$ cat src/rtl/multi_mode_counter.sv
// Multi-mode counter: binary up/down, ring and Johnson sequences with load, reseed on mode change.
// Optional build macro MULTI_MODE_COUNTER_SAT_EN makes the binary modes saturate instead of wrap.
module multi_mode_counter #(
    parameter int WIDTH = 5
) (
    input  logic             clk,
    input  logic             rst,
    input  logic             en,
    input  logic [1:0]       mode,
    input  logic             load,
    input  logic [WIDTH-1:0] load_val,
    output logic [WIDTH-1:0] d,
    output logic             tc
);

    typedef enum logic [1:0] {
        MODE_UP      = 2'b00,
        MODE_DOWN    = 2'b01,
        MODE_RING    = 2'b10,
        MODE_JOHNSON = 2'b11
    } mode_e;

    localparam logic [WIDTH-1:0] ALL_ONES = {WIDTH{1'b1}};
    localparam logic [WIDTH-1:0] ALL_ZERO = {WIDTH{1'b0}};
    localparam logic [WIDTH-1:0] ONE      = {{(WIDTH-1){1'b0}}, 1'b1};
    localparam logic [WIDTH-1:0] MSB_ONLY = {1'b1, {(WIDTH-1){1'b0}}};
    localparam logic [WIDTH-1:0] LOW_MASK = {1'b0, {(WIDTH-1){1'b1}}};

    mode_e            w_mode;
    mode_e            r_mode_q;
    logic [WIDTH-1:0] r_d;
    logic             w_mode_change;
    logic [WIDTH-1:0] w_seed;
    logic [WIDTH-1:0] w_terminal;
    logic [WIDTH-1:0] w_step;
    logic             w_ring_legal;
    logic [WIDTH-1:0] w_john_trans;
    logic             w_john_legal;

    assign w_mode        = mode_e'(mode);
    assign w_mode_change = (w_mode != r_mode_q);

    // Legal ring code is exactly one-hot; legal Johnson code has at most one 0/1 boundary.
    assign w_ring_legal  = (r_d != ALL_ZERO) && ((r_d & (r_d - ONE)) == ALL_ZERO);
    assign w_john_trans  = (r_d ^ (r_d >> 1)) & LOW_MASK;
    assign w_john_legal  = ((w_john_trans & (w_john_trans - ONE)) == ALL_ZERO);

    // NOTE: every output of a combinational block gets a default first so no latch is inferred.
    always_comb begin
        w_seed     = ALL_ZERO;
        w_terminal = ALL_ONES;
        w_step     = r_d;
        case (w_mode)
            MODE_UP: begin
                w_seed     = ALL_ZERO;
                w_terminal = ALL_ONES;
`ifdef MULTI_MODE_COUNTER_SAT_EN
                w_step     = (r_d == ALL_ONES) ? r_d : r_d + ONE;
`else
                w_step     = r_d + ONE;
`endif
            end
            MODE_DOWN: begin
                w_seed     = ALL_ONES;
                w_terminal = ALL_ZERO;
`ifdef MULTI_MODE_COUNTER_SAT_EN
                w_step     = (r_d == ALL_ZERO) ? r_d : r_d - ONE;
`else
                w_step     = r_d - ONE;
`endif
            end
            MODE_RING: begin
                w_seed     = ONE;
                w_terminal = MSB_ONLY;
                w_step     = w_ring_legal ? {r_d[WIDTH-2:0], r_d[WIDTH-1]} : ONE;
            end
            MODE_JOHNSON: begin
                w_seed     = ALL_ZERO;
                w_terminal = MSB_ONLY;
                w_step     = w_john_legal ? {r_d[WIDTH-2:0], ~r_d[WIDTH-1]} : ALL_ZERO;
            end
            default: begin
                w_seed     = ALL_ZERO;
                w_terminal = ALL_ONES;
                w_step     = r_d;
            end
        endcase
    end

    // NOTE: sequential state uses non-blocking assignments so all registers update together.
    always_ff @(posedge clk or negedge rst) begin
        if (!rst) begin
            r_d      <= ALL_ZERO;
            r_mode_q <= MODE_UP;
        end else begin
            r_mode_q <= w_mode;
            if (load) begin
                r_d <= load_val;
            end else if (w_mode_change) begin
                r_d <= w_seed;
            end else if (en) begin
                r_d <= w_step;
            end
        end
    end

    assign d  = r_d;
    // Suppressed while reset, load or a reseed is pending, since the next value is not a step.
    assign tc = rst & en & ~load & ~w_mode_change & (r_d == w_terminal);

endmodule

$ cat config.mk
export PLATFORM = sky130hd
export DESIGN_NAME = multi_mode_counter
export DESIGN_NICKNAME = d
export VERILOG_FILES = /design/src/rtl/multi_mode_counter.sv
export SDC_FILE = /design/constraint.sdc
export NUM_CORES = 1
export LEC_CHECK = 0
export CORE_MARGIN = 2
export CORE_UTILIZATION = 30
export CTS_CLUSTER_DIAMETER = 100
export DETAILED_ROUTE_END_ITERATION = 10
export MAX_ROUTING_LAYER = met4
export PLACE_DENSITY_LB_ADDON = 0.15
export SLEW_MARGIN = 20
export SYNTH_ARGS = -nofsm -noshare
export SYNTH_HDL_FRONTEND = slang
export SYNTH_SLANG_ARGS = --single-unit
$ cat constraint.sdc
create_clock -name clk -period 2.34 [get_ports clk]
set_clock_uncertainty 0.05 [all_clocks]
set_input_delay 0.351 -clock clk [delete_from_list [all_inputs] [get_ports clk]]
set_output_delay 0.351 -clock clk [all_outputs]
set_load 0.03 [all_outputs]
Word-level counts from Yosys, hierarchy flattened
Cells that the tools add are included.

cells by class
  add/sub/neg operators = 3
  equality and inequality tests = 5
  mux-type cells = 8
  bitwise operators = 10
  reductions and logical operators = 8

operators with widths
  cell                                                                   count
  5-bit case mux with 3 select lines                                     2
  5-bit 2-to-1 mux                                                       5
  5-bit case mux with 4 select lines                                     1
  5-bit logical NOT                                                      2
  5-bit by 1-bit adder with 5-bit output, second input constant          1
  4-bit by 5-bit bitwise AND with 5-bit output                           1
  5-bit bitwise AND                                                      1
  5-bit equality test                                                    1
  5-bit nonzero test                                                     1
  4-bit by 1-bit subtractor with 5-bit output, second input constant     1
  5-bit by 1-bit subtractor with 5-bit output, second input constant     1
  1-bit bitwise AND                                                      4
  2-bit equality test, second input constant                             2
  2-bit OR reduction                                                     2
  4-bit bitwise XOR                                                      1
  1-bit inverter                                                         3
  3-bit nonzero test                                                     1
  2-bit by 1-bit equality test with 1-bit output, second input constant  1
  2-bit logical NOT                                                      1
  2-bit != test                                                          1
  1-bit logical AND                                                      1

word-level totals
  bits in registers = 7
  bits of input ports = 11
  output and inout bits = 6

Depth between registers and ports, before layout
  depth after elaboration = 9
  depth in mapped cells = 10

Worst setup path after synthesis
Ideal clock, no wire load.

  kind = register to register
  start point = register r_d[2], in the netlist d[2]
  end point = register r_d[0], in the netlist d[0]
  setup time = 0.142 ns
  arrival time = 2.163 ns
  path slack = -0.015 ns
  cell stages (with the launch flop) = 11
  path buffers = 0
  clock period less this slack = 2.355 ns
  path through = dfrtp_1 > inv_1 > ha_1 > nand2_1 > nand2_1 > ha_1 > nor4_1 > nand3_1 > a221o_1 > a21oi_1 > o221ai_1

on the way
  longest elaborated chain between the ends = 9

RTL lines
  what                                                                               line    text
  start: declaration                                                                 31      logic [WIDTH-1:0] r_d;
  start signal: assignment                                                           98      r_d <= load_val;
  start signal: assignment                                                           100     r_d <= w_seed;
  start signal: assignment                                                           102     r_d <= w_step;
  4-bit bitwise XOR or 5-bit by 1-bit subtractor with 5-bit output (tied branches)   45, 44
  4-bit by 1-bit subtractor with 5-bit output or 5-bit bitwise AND (tied branches)   46, 44
  4-bit by 5-bit bitwise AND with 5-bit output or 5-bit logical NOT (tied branches)  46, 44
  5-bit logical NOT or 1-bit logical AND (tied branches)                             46, 44
  5-bit 2-to-1 mux (on tied branches)                                                80, 75
  5-bit case mux with 4 select lines (*)                                             53      case (w_mode)
  5-bit 2-to-1 mux (*)                                                               101     end else if (en) begin
  5-bit 2-to-1 mux (*)                                                               99      end else if (w_mode_change) begin
  5-bit 2-to-1 mux (*)                                                               97      if (load) begin

Mark *: on every way between the ends. The rest lies on a longest branch, timed or not. The select of a mux whose other input is x is not followed.
A chain may end at the register's enable or synchronous reset.

Worst setup path in the final report
  start point = input mode[1]
  end point = output tc

on the way
  longest elaborated chain between the ends = 5

RTL lines
  what                                line  text
  start: declaration                  9     input logic [1:0] mode,
  2-bit equality test                 53
  2-bit OR reduction (no line)        n/a
  5-bit case mux with 3 select lines  53
  5-bit equality test                 109   assign tc = rst & en & ~load & ~w_mode_change & (r_d == w_terminal);
  1-bit bitwise AND (*)               109
  end: declaration                    13    output logic tc

Mark *: on every way between the ends. The rest lies on a longest branch, timed or not.

==> impl_metrics.tcl <==
set metrics [dict create \
    cp_top_family "buffers and inverters" \
    synth.largest_area_cell "dfrtp_1" \
    dieArea_sq_mm 0.003125 \
    clock_sinks 7 \
    cts-root-buf "clkbuf_4" \
    ir_drop_mv 0.3120 \
    worst-path-buf-inv 3 \
    drc 0 \
    slew_violations 0 \
    seqCellArea_sq_um 176.4 \
    areaGrowthSynthToFinish_pct 38.70 \
    cts_made_buffers 3 \
    dp_cells 153 \
    fin_area_sq_mm 0.001121 \
    fin_crit_ps 2221 \
    p_total_uw 539.1 \
    stdcell_count 157 \
    post_drt_via_cell_ratio 5.210 \
    ios 17 \
    status "complete, no violations" \
    cp_max_fo 7 \
    drv_cap 0 \
    period_share_pct 94.90 \
    num_rows 18 \
    syn-num-nets 123 \
    ys_warn_count 0 \
    synthDominantCellAreaShare_pct 21.67 \
    dp_slack_ps 40.21 \
    place_congestion 0.8133 \
    final_core_util_pct 44.44 \
    synth_cell_types 26 \
    nets 153 \
    crit_type "primary input to output port" \
    hpwl_um 1700 \
    grt_antenna_before_repair 0 \
    overflow 0 \
    cts_tree "done" \
    postCtsSetupBuffers 0 \
    dr_total_vias 818 \
    clock_path_buffers 2 \
    holdBufCountCts 0 \
    worstSkewPairLatency_ps 250 \
    ys_seq_elements 7 \
    power.leakage_nw 0.5056 \
    fin_setup_tns_ps 0 \
    place.port_buffers 16 \
    path_clk_slew_ps 50 \
    die_h_um 55.91 \
    ant_nets 0 \
    ctsResizeCount 0 \
    worst_path_largest_cell_delay_ps 540 \
    drt_iter0_markers 8 \
    startpoint "mode[1]" \
    synth_area_sq_um 808.3 \
    r2r-start "d[1]$_DFFE_PN0P_" \
    setup_viol 0 \
    grt_max_degree 12 \
    hold_path.startpoint "mode[0]" \
    fin_ws_ps 119.5 \
    core_sq_mm 0.002522 \
    synthCells 98 \
    avgSynthCellArea_sq_um 8.248 \
    worstMarginPinSlew_ps 308.0 \
    slew-limit-headroom_pct 79.41 \
    critPathRequiredTime_ps 1940 \
    dpl_cell_area_sq_mm 0.001084 \
    synthTopCellsByArea "dfrtp_1 22%, ha_1 22%, xnor2_1 6.5%" \
    powerDensity_mw_per_mm2 480.8 \
    first_pass_iters 4 \
    grt_pass1_wl_um 3505 \
    min_path_cells 1 \
    fmax_ghz 0.4503 \
    reg2regPathDepth 10 \
    crit_chain "clkdlybuf4s50_1 > inv_1 > ha_2 > xnor2_1 > nor3_1 > and3_1 > buf_4" \
    multi_input_area_sq_um 581.8 \
    die_x_um 55.91 \
    worst_hold_path_type "primary input to register" \
    wl_um 2093 \
    end_kind "output port" \
    grt_pass1_vias 796 \
    post_drt_wl_per_cell_um 13.33 \
    rsz0062_at_grt "false" \
    cp_data_arrival_time_ps 1820 \
    cp-start-kind "primary input" \
    timing.hold.ws_ps 312.6 \
    diodes 0 \
    drive_above_1_share_pct 14.96 \
    start_util_pct 32.04 \
    fillers 278 \
    path_depth 7 \
    synth-seq-area-share_pct 21.67 \
    htreeDepth 1 \
    grt_usage_pct 14.50 \
    critPathSlowestCell "clkdlybuf4s50_1" \
    hold_viol_final 0 \
]
layout make-up:
class	instances	area share, %
Tap cell	30	3.348
Inverter	13	4.353
Clock buffer	4	2.344
Sequential cell	7	15.74
Multi-Input combinational cell	75	51.90
Timing Repair Buffer	28	22.32
registers in the layout, indices dropped and copies added (netlist names):
signal,count
d,5
r_mode_q,2
metal layers:
| layer | vias up | part of all wire, % | track usage [%] |
|---|---|---|---|
| met3 | 2 | 4.5 | 1.395 |
| met4 | 0 | 0.62 | 6.122 |
| li1 | 421 | - | - |
| met5 | - | 0 | - |
| met1 | 372 | 48 | 18.05 |
| met2 | 23 | 47 | 23.98 |
cells in the mapped netlist:
| cell type | n |
|---|---|
| nor2b_1 | 3 |
| nand2_1 | 8 |
| a221o_1 | 1 |
| a221oi_1 | 4 |
| xor2_1 | 1 |
| clkbuf_1 | 3 |
| xnor2_1 | 6 |
| o211a_1 | 1 |
| inv_1 | 13 |
| o21ai_0 | 2 |
| dfrtp_1 | 7 |
| o21a_1 | 1 |
| nor3_1 | 6 |
| nor4_1 | 5 |
| and3_1 | 1 |
| o221ai_1 | 1 |
| ha_1 | 14 |
| a311oi_1 | 1 |
| a211oi_1 | 6 |
| nand3_1 | 2 |
| a21oi_1 | 3 |
| o41ai_1 | 3 |
| nand4_1 | 1 |
| nor2_1 | 2 |
| nand2b_1 | 2 |
| o31ai_1 | 1 |
worst paths after layout:
check	end	slack [ps]
min in group asynchronous	d[4]$_DFFE_PN0P_	350
max in group asynchronous	d[2]$_DFFE_PN0P_	1750
hold reg to reg	d[1]$_DFFE_PN0P_	750
hold / removal	r_mode_q[0]$_DFF_PN0_	310
setup / recovery	tc	120
setup reg to reg	d[0]$_DFFE_PN0P_	170
worst reg2reg max path: stages, from the launching register on:
cell      delay, ps
dfrtp_1         340
inv_1           100
ha_1            210
nand2_1          60
nand2_1          60
ha_1            190
nor4_2          320
nand3_1         110
a221o_1         300
a21oi_1         170
o221ai_1        120
power by group:
group	internal, mW	leakage [nW]	switching, mW	total, mW
Combinational	0.129	0.409	0.157	0.285
Clock	0.0651	0.0150	0.0440	0.109
Sequential	0.134	0.0812	0.0105	0.145
placed cells by master, fill, tap and decap left out, types with 3 or more instances in the layout:
cell type,netlist,final
nor4_1,5,4
clkbuf_4,0,3
a221oi_1,4,4
xnor2_1,6,6
nor2b_1,3,3
inv_1,13,13
ha_1,14,13
buf_4,0,13
nor3_1,6,6
dfrtp_1,7,6
nand2_1,8,8
o41ai_1,3,3
clkdlybuf4s50_1,0,14
a211oi_1,6,6
a21oi_1,3,3
kinds of logic after synthesis:
group	Yosys count	synth area share, %
XOR/XNOR	7	7.585
AND/OR/NAND/NOR	30	18.89
adder cells (fa/ha/maj)	14	21.67
AO/OA/AOI/OAI	24	22.76
buffers and inverters	16	7.431
flip-flops	7	21.67
(Power assumes the default switching activity.)
